===== config.mk =====
export PLATFORM = sky130hd
export DESIGN_NAME = serial_operand_loader
export DESIGN_NICKNAME = d
export VERILOG_FILES = /design/src/rtl/serial_operand_loader.sv
export SDC_FILE = /design/constraint.sdc
export NUM_CORES = 1
export LEC_CHECK = 0
export BUFFER_PORTS_ARGS = -buffer_cell sky130_fd_sc_hd__buf_2
export CAP_MARGIN = 25
export CORE_MARGIN = 1.5
export CORE_UTILIZATION = 53
export DETAILED_ROUTE_END_ITERATION = 16
export PLACE_DENSITY = 0.77
export SYNTH_ARGS = -nofsm -noshare
export SYNTH_HDL_FRONTEND = slang
export SYNTH_SLANG_ARGS = --single-unit

===== constraint.sdc =====
create_clock -name clk -period 1.79 [get_ports clk]
set_input_delay 0.179 -clock clk [delete_from_list [all_inputs] [get_ports clk]]
set_output_delay 0.179 -clock clk [all_outputs]
set_load 0.01 [all_outputs]

===== src/rtl/serial_operand_loader.sv =====
// Deserialises the decoder's serial key stream into operand A, optional operand B
// and a 2-bit opcode, then holds them for the ALU under a valid/ready handshake.
module serial_operand_loader #(
  parameter int WIDTH = 8
) (
  input  logic             clk,
  input  logic             reset,
  input  logic             active,
  input  logic             mode,
  input  logic             input_key,
  input  logic             valid_cmd,
  input  logic             out_ready,
  output logic [WIDTH-1:0] op_a,
  output logic [WIDTH-1:0] op_b,
  output logic [1:0]       opcode,
  output logic             unary,
  output logic             out_valid,
  output logic             busy
);

  localparam int CW = $clog2(WIDTH + 1);

  typedef enum logic [2:0] {
    S_IDLE    = 3'd0,
    S_LOAD_A  = 3'd1,
    S_LOAD_B  = 3'd2,
    S_LOAD_OP = 3'd3,
    S_HOLD    = 3'd4
  } state_t;

  state_t           state_r, state_s;
  logic [WIDTH-1:0] op_a_r, op_a_s;
  logic [WIDTH-1:0] op_b_r, op_b_s;
  logic [1:0]       opcode_r, opcode_s;
  logic             unary_r, unary_s;
  logic             out_valid_r, out_valid_s;
  logic [CW-1:0]    cnt_r, cnt_s;
  logic             active_d_r;
  logic             armed_r;
  logic             start_s;

  // Next-state and datapath update for the load/hold sequence
  always_comb begin
    state_s     = state_r;
    op_a_s      = op_a_r;
    op_b_s      = op_b_r;
    opcode_s    = opcode_r;
    unary_s     = unary_r;
    out_valid_s = out_valid_r;
    cnt_s       = cnt_r;
    // armed_r keeps an active level held across reset from looking like a fresh edge
    start_s     = active & ~active_d_r & armed_r;

    case (state_r)
      S_IDLE: begin
        if (start_s) begin
          state_s  = S_LOAD_A;
          unary_s  = mode;
          op_a_s   = '0;
          op_b_s   = '0;
          opcode_s = 2'b00;
          cnt_s    = '0;
        end else begin
          state_s = S_IDLE;
        end
      end
      S_LOAD_A: begin
        if (!active) begin
          state_s = S_IDLE;
          cnt_s   = '0;
        end else if (valid_cmd) begin
          op_a_s = {op_a_r[WIDTH-2:0], input_key};
          if (cnt_r == CW'(WIDTH - 1)) begin
            cnt_s   = '0;
            state_s = unary_r ? S_LOAD_OP : S_LOAD_B;
          end else begin
            cnt_s = cnt_r + CW'(1);
          end
        end else begin
          state_s = S_LOAD_A;
        end
      end
      S_LOAD_B: begin
        if (!active) begin
          state_s = S_IDLE;
          cnt_s   = '0;
        end else if (valid_cmd) begin
          op_b_s = {op_b_r[WIDTH-2:0], input_key};
          if (cnt_r == CW'(WIDTH - 1)) begin
            cnt_s   = '0;
            state_s = S_LOAD_OP;
          end else begin
            cnt_s = cnt_r + CW'(1);
          end
        end else begin
          state_s = S_LOAD_B;
        end
      end
      S_LOAD_OP: begin
        if (!active) begin
          state_s = S_IDLE;
          cnt_s   = '0;
        end else if (valid_cmd) begin
          opcode_s = {opcode_r[0], input_key};
          if (cnt_r == CW'(1)) begin
            cnt_s       = '0;
            state_s     = S_HOLD;
            out_valid_s = 1'b1;
          end else begin
            cnt_s = cnt_r + CW'(1);
          end
        end else begin
          state_s = S_LOAD_OP;
        end
      end
      S_HOLD: begin
        if (out_ready) begin
          out_valid_s = 1'b0;
          state_s     = S_IDLE;
        end else begin
          state_s = S_HOLD;
        end
      end
      default: begin
        state_s     = S_IDLE;
        out_valid_s = 1'b0;
        cnt_s       = '0;
      end
    endcase
  end

  // State and output registers with synchronous active-low reset
  always_ff @(posedge clk) begin
    if (!reset) begin
      state_r     <= S_IDLE;
      op_a_r      <= '0;
      op_b_r      <= '0;
      opcode_r    <= 2'b00;
      unary_r     <= 1'b0;
      out_valid_r <= 1'b0;
      cnt_r       <= '0;
      active_d_r  <= 1'b0;
      armed_r     <= 1'b0;
    end else begin
      state_r     <= state_s;
      op_a_r      <= op_a_s;
      op_b_r      <= op_b_s;
      opcode_r    <= opcode_s;
      unary_r     <= unary_s;
      out_valid_r <= out_valid_s;
      cnt_r       <= cnt_s;
      active_d_r  <= active;
      armed_r     <= armed_r | ~active;
    end
  end

  assign op_a      = op_a_r;
  assign op_b      = op_b_r;
  assign opcode    = opcode_r;
  assign unary     = unary_r;
  assign out_valid = out_valid_r;
  assign busy      = (state_r != S_IDLE);

endmodule


# After elaboration in Yosys (flattened, before gate mapping)
# Cells that the tools add are included.
# W data, S select, Z words.
# classes
n_addsub,1
eq_ne,20
mux,37
bitwise_logic,7
reduce_logical,14
# ops
op,n
$mux W8,5
$pmux W8 S2,2
$mux W3,10
$mux W4,7
$ne A2 B2 Y1 const B,9
$pmux W4 S4,1
$reduce_and A4 Y1,4
$pmux W3 S5,1
$ne A4 B4 Y1 const B,3
$eq A3 B2 Y1 const B,2
$mux W1,6
$mux W2,3
$reduce_bool A2 Y1,3
$reduce_and A5 Y1,1
$add A4 B1 Y4 const B,1
$eq A4 B1 Y1 const B,1
$eq A4 B3 Y1 const B,1
$not A1 Y1,4
$pmux W2 S2,1
$eq A3 B1 Y1 const B,1
$eq A3 B3 Y1 const B,1
$logic_not A3 Y1,1
$ne A3 B2 Y1 const B,1
$ne A3 B3 Y1 const B,1
other kinds (8),9
# word_totals
ff_bits,29
in_bits,7

# Depth between registers and ports, before layout
# logic_depth
word_depth,5
depth_mapped,6

# Worst setup path before layout
# OpenSTA, ideal clock, no wires.
# synth_path
path_type,register to register
from,reg cnt_r[0]
to,reg state_r[0]
setup_ps,95
t_arrival_ps,1406
required_time_ps,1695
setup_slack_ps,289
stages_incl_launch_ff,6
path_buffers,0
synth_period_minus_slack_ps,1501
path_cell_list,dfxtp_1 -> ha_1 -> and3b_1 -> o32ai_2 -> nand2_1 -> a221oi_1
# synth_between
elab_chain_len,3
word_cells_on_any_way,6
# synth_lines
item,line_no,text
from (decl),37,"logic [CW-1:0] cnt_r, cnt_s;"
from (signal assigned),151,cnt_r <= cnt_s;
$eq A4 B1 Y1 or $eq A4 B3 Y1 (tied branches),"105, 73, 89",
$ne A4 B4 Y1 (no source line),--,
$reduce_and A3 Y1 (no source line) (*),--,
to (signal assigned),145,state_r <= state_s;
to (decl),31,"state_t state_r, state_s;"
# Every way passes the cells marked *; elsewhere a longest branch is shown, timed or not.
# A chain may end at the register's enable or synchronous reset.

# Worst setup path after layout
# layout_path
from,reg state_r[1]
to,reg cnt_r[3]
# layout_between
elab_chain_len,4
word_cells_on_any_way,12
# layout_lines
item,line_no,text
$eq A3 B2 Y1 or $eq A3 B1 Y1 (tied branches),54,case (state_r)
$reduce_or A2 Y1 (no source line),--,
$ne A3 B2 Y1 (no source line),--,
$reduce_and A4 Y1 (no source line),--,
# Several ways; a longest one is shown, not always the timed one.

==> results_dict.tcl <==
set metrics [dict create \
    finClkSkew_ns 0.0105 \
    clockRootBuffer "clkbuf_4" \
    timing.final.hold_violations 0 \
    worstPathArrival_ns 1.91 \
    syn2layout_area_growth_pct 16.7 \
    maxSlewHeadroom 0.666 \
    cp-start-kind "flop" \
    chipWidth_um 54.6 \
    wl_per_cell_um 14.7 \
    routedLengthMet1_um 1500 \
    place_ws_ns 0.104 \
    outcome "completed" \
    final.period_utilization 0.938 \
    antenna_found_initial 0 \
    setup_viol 0 \
    grt-ovfl-total 0 \
    drt_iter0_drc 53 \
    fp.dieArea_um2 2980 \
    start_util 0.565 \
    syn_inst 166 \
    cp_max_fo 11 \
    highest-signal-layer "met4" \
    vias 1357 \
    antenna_cells 0 \
    cts_tree "yes" \
    slew_violations 0 \
    clk_pin_slew_worst_paths_ns 0.09 \
    drt-pass1-iter-count 4 \
    yosysSeqAreaShare 0.411 \
    drive_above_1_share 0.246 \
    synth-seq-cells 29 \
    peakVddDrop_uv 452 \
    tns_ns 0 \
    viasPerCell 6.03 \
    grt_max_degree 18 \
    fin_crit_ns 1.68 \
    synth_top_cell_by_area "dfxtp_1" \
    die_h_um 54.6 \
    synth.distinct_cells 45 \
    p_leak_nw 0.653 \
    clock_latency_ns 0.31 \
    core_um2 2500 \
    drc 0 \
    post-cts-setup-buffer-count 0 \
    cts.sinks 29 \
    dr_wl_met2_um 1610 \
    syn_nets 175 \
    hpwl_um 2390 \
    grt_pass1_vias 1159 \
    async_flop_share 0 \
    crit_type "reg -> reg" \
    power_density_nw_per_um2 705 \
    hp-class "in -> reg" \
    rows 18 \
    multi_input_area_um2 774 \
    hold_slack_ns 0.108 \
    nNetsFinal 204 \
    grt_pass1_wl_um 5200 \
    syn-cell-area_um2 1410 \
    htree_levels 2 \
    synth_ff_type "dfxtp_1" \
    synth_edf_count 0 \
    io_buffers 27 \
    ys_top_cells_by_area "dfxtp_1 41%, a22oi_1 5.8%, a21oi_1 5.3%" \
    fmax_ghz 0.596 \
    cap_violations 0 \
    fin_util 0.659 \
    drtAntennaViolNets 0 \
    cts_buffer_depth 2 \
    worst_slew_pin_slew_ns 0.500 \
    synth_top_area_frac 0.411 \
    worstSetupEndpointType "flop" \
    numCtsBuffers 5 \
    timing.final.ws_setup_ns 0.111 \
    regArea_um2 582 \
    routed_wl_um 3310 \
    syn_avg_cell_area_um2 8.51 \
    grt_use_total 0.248 \
    n_fill_cell 230 \
    post-synth-top-count-cell "dfxtp_1" \
    rsz0062_at_grt "no" \
    routed-wl-met3_um 187 \
    worstPathRequired_ns 2.03 \
    synth_common_cells "29 x dfxtp_1, 17 x nor2_1, 15 x a21oi_1, 15 x nand2_1, 11 x a22oi_1" \
    gp_congestion 0.896 \
    pin_count 28 \
    yosysWarnings 0 \
    rrSetupSlack_ns 0.11 \
]
[cells in the final DEF (no fill, tap or decap), types with 2 or more instances in the layout]
cell type | Yosys | layout
dfxtp_1 | 29 | 28
buf_2 | 5 | 27
nor2_1 | 17 | 17
nand2_1 | 15 | 15
a21oi_1 | 15 | 15
a22oi_1 | 11 | 11
nand3_1 | 9 | 9
buf_4 | 0 | 6
o21ai_0 | 5 | 5
clkbuf_4 | 0 | 5
inv_1 | 4 | 4
and2_1 | 4 | 4
nor3_1 | 4 | 4
nor3b_1 | 3 | 3
nor2b_1 | 2 | 2
and3_1 | 2 | 2
and3b_1 | 2 | 2
nand2b_1 | 2 | 2
o2111ai_1 | 2 | 2
xnor2_1 | 2 | 2
o31ai_1 | 2 | 2
nand4_1 | 2 | 2
ha_1 | 2 | 2
[timing repair]
action / 4_1_cts / 5_1_grt
hold endpoints to repair: 0 / 0
hold buffers: 0 / 0
gates resized for setup: 0 / 4
setup endpoints to repair: 0 / 5
[state kept, by name (all words and copies together) (netlist names)]
register / cells
out_valid: 1
op_a: 8
opcode: 2
unary: 1
armed_r: 1
state_r: 3
active_d_r: 1
cnt_r: 4
op_b: 8
[layer usage]
metal | vias up | track usage
met5 | - | 0
met4 | 0 | 0.117
met3 | 2 | 0.0628
met2 | 50 | 0.355
met1 | 639 | 0.345
li1 | 666 | -
[metrics by stage]
step	total power, W	std cells	area, µm²
after global placement	0.000774	218	1570
after detailed placement	0.000777	218	1570
after CTS	0.00117	225	1630
after floorplan	0.000743	166	1410
after global routing	0.00121	225	1650
final	0.00116	225	1650
[final cells by class]
class / instances / area share
clock buffers: 7 / 0.0334
repair buffers: 33 / 0.109
inverters: 5 / 0.0114
flip-flops and latches: 29 / 0.353
multi-input cells: 121 / 0.470
well taps: 30 / 0.0228
[logic make-up after synthesis]
kind of cell,after synthesis,share of synthesized area
AOI/OAI and AO/OA,49,0.245
xor gates and xnor gates,2,0.0124
adders and majority gates,2,0.0177
buffers and inverters,16,0.0531
DFF,29,0.411
muxes,1,0.00709
and+or+nand+nor,67,0.253
[report_power, final]
part           total [W]  internal (W)  switching, W
logic           0.000107     0.0000406     0.0000665
registers       0.000660      0.000650    0.00000956
clock network   0.000395      0.000185      0.000210
total            0.00116      0.000876      0.000286
[final timing paths]
path                                 from                     to  cells after the start
setup / recovery  state_r[1]$_SDFFE_PN0P_  cnt_r[3]$_SDFFE_PN0P_                      4
hold / removal                       mode     unary$_SDFFE_PN0N_                      3
setup reg to reg  state_r[1]$_SDFFE_PN0P_  cnt_r[3]$_SDFFE_PN0P_                      4
hold reg to reg      op_a[7]$_SDFFE_PN0P_   op_a[7]$_SDFFE_PN0P_                      2
[worst max-delay path, stage by stage, from the launching register on]
cell and delay, ns:
dfxtp_1 0.45, or4b_4 0.61, o22ai_2 0.22, nand4_1 0.14
a31oi_1 0.19
(Power assumes the default switching activity.)
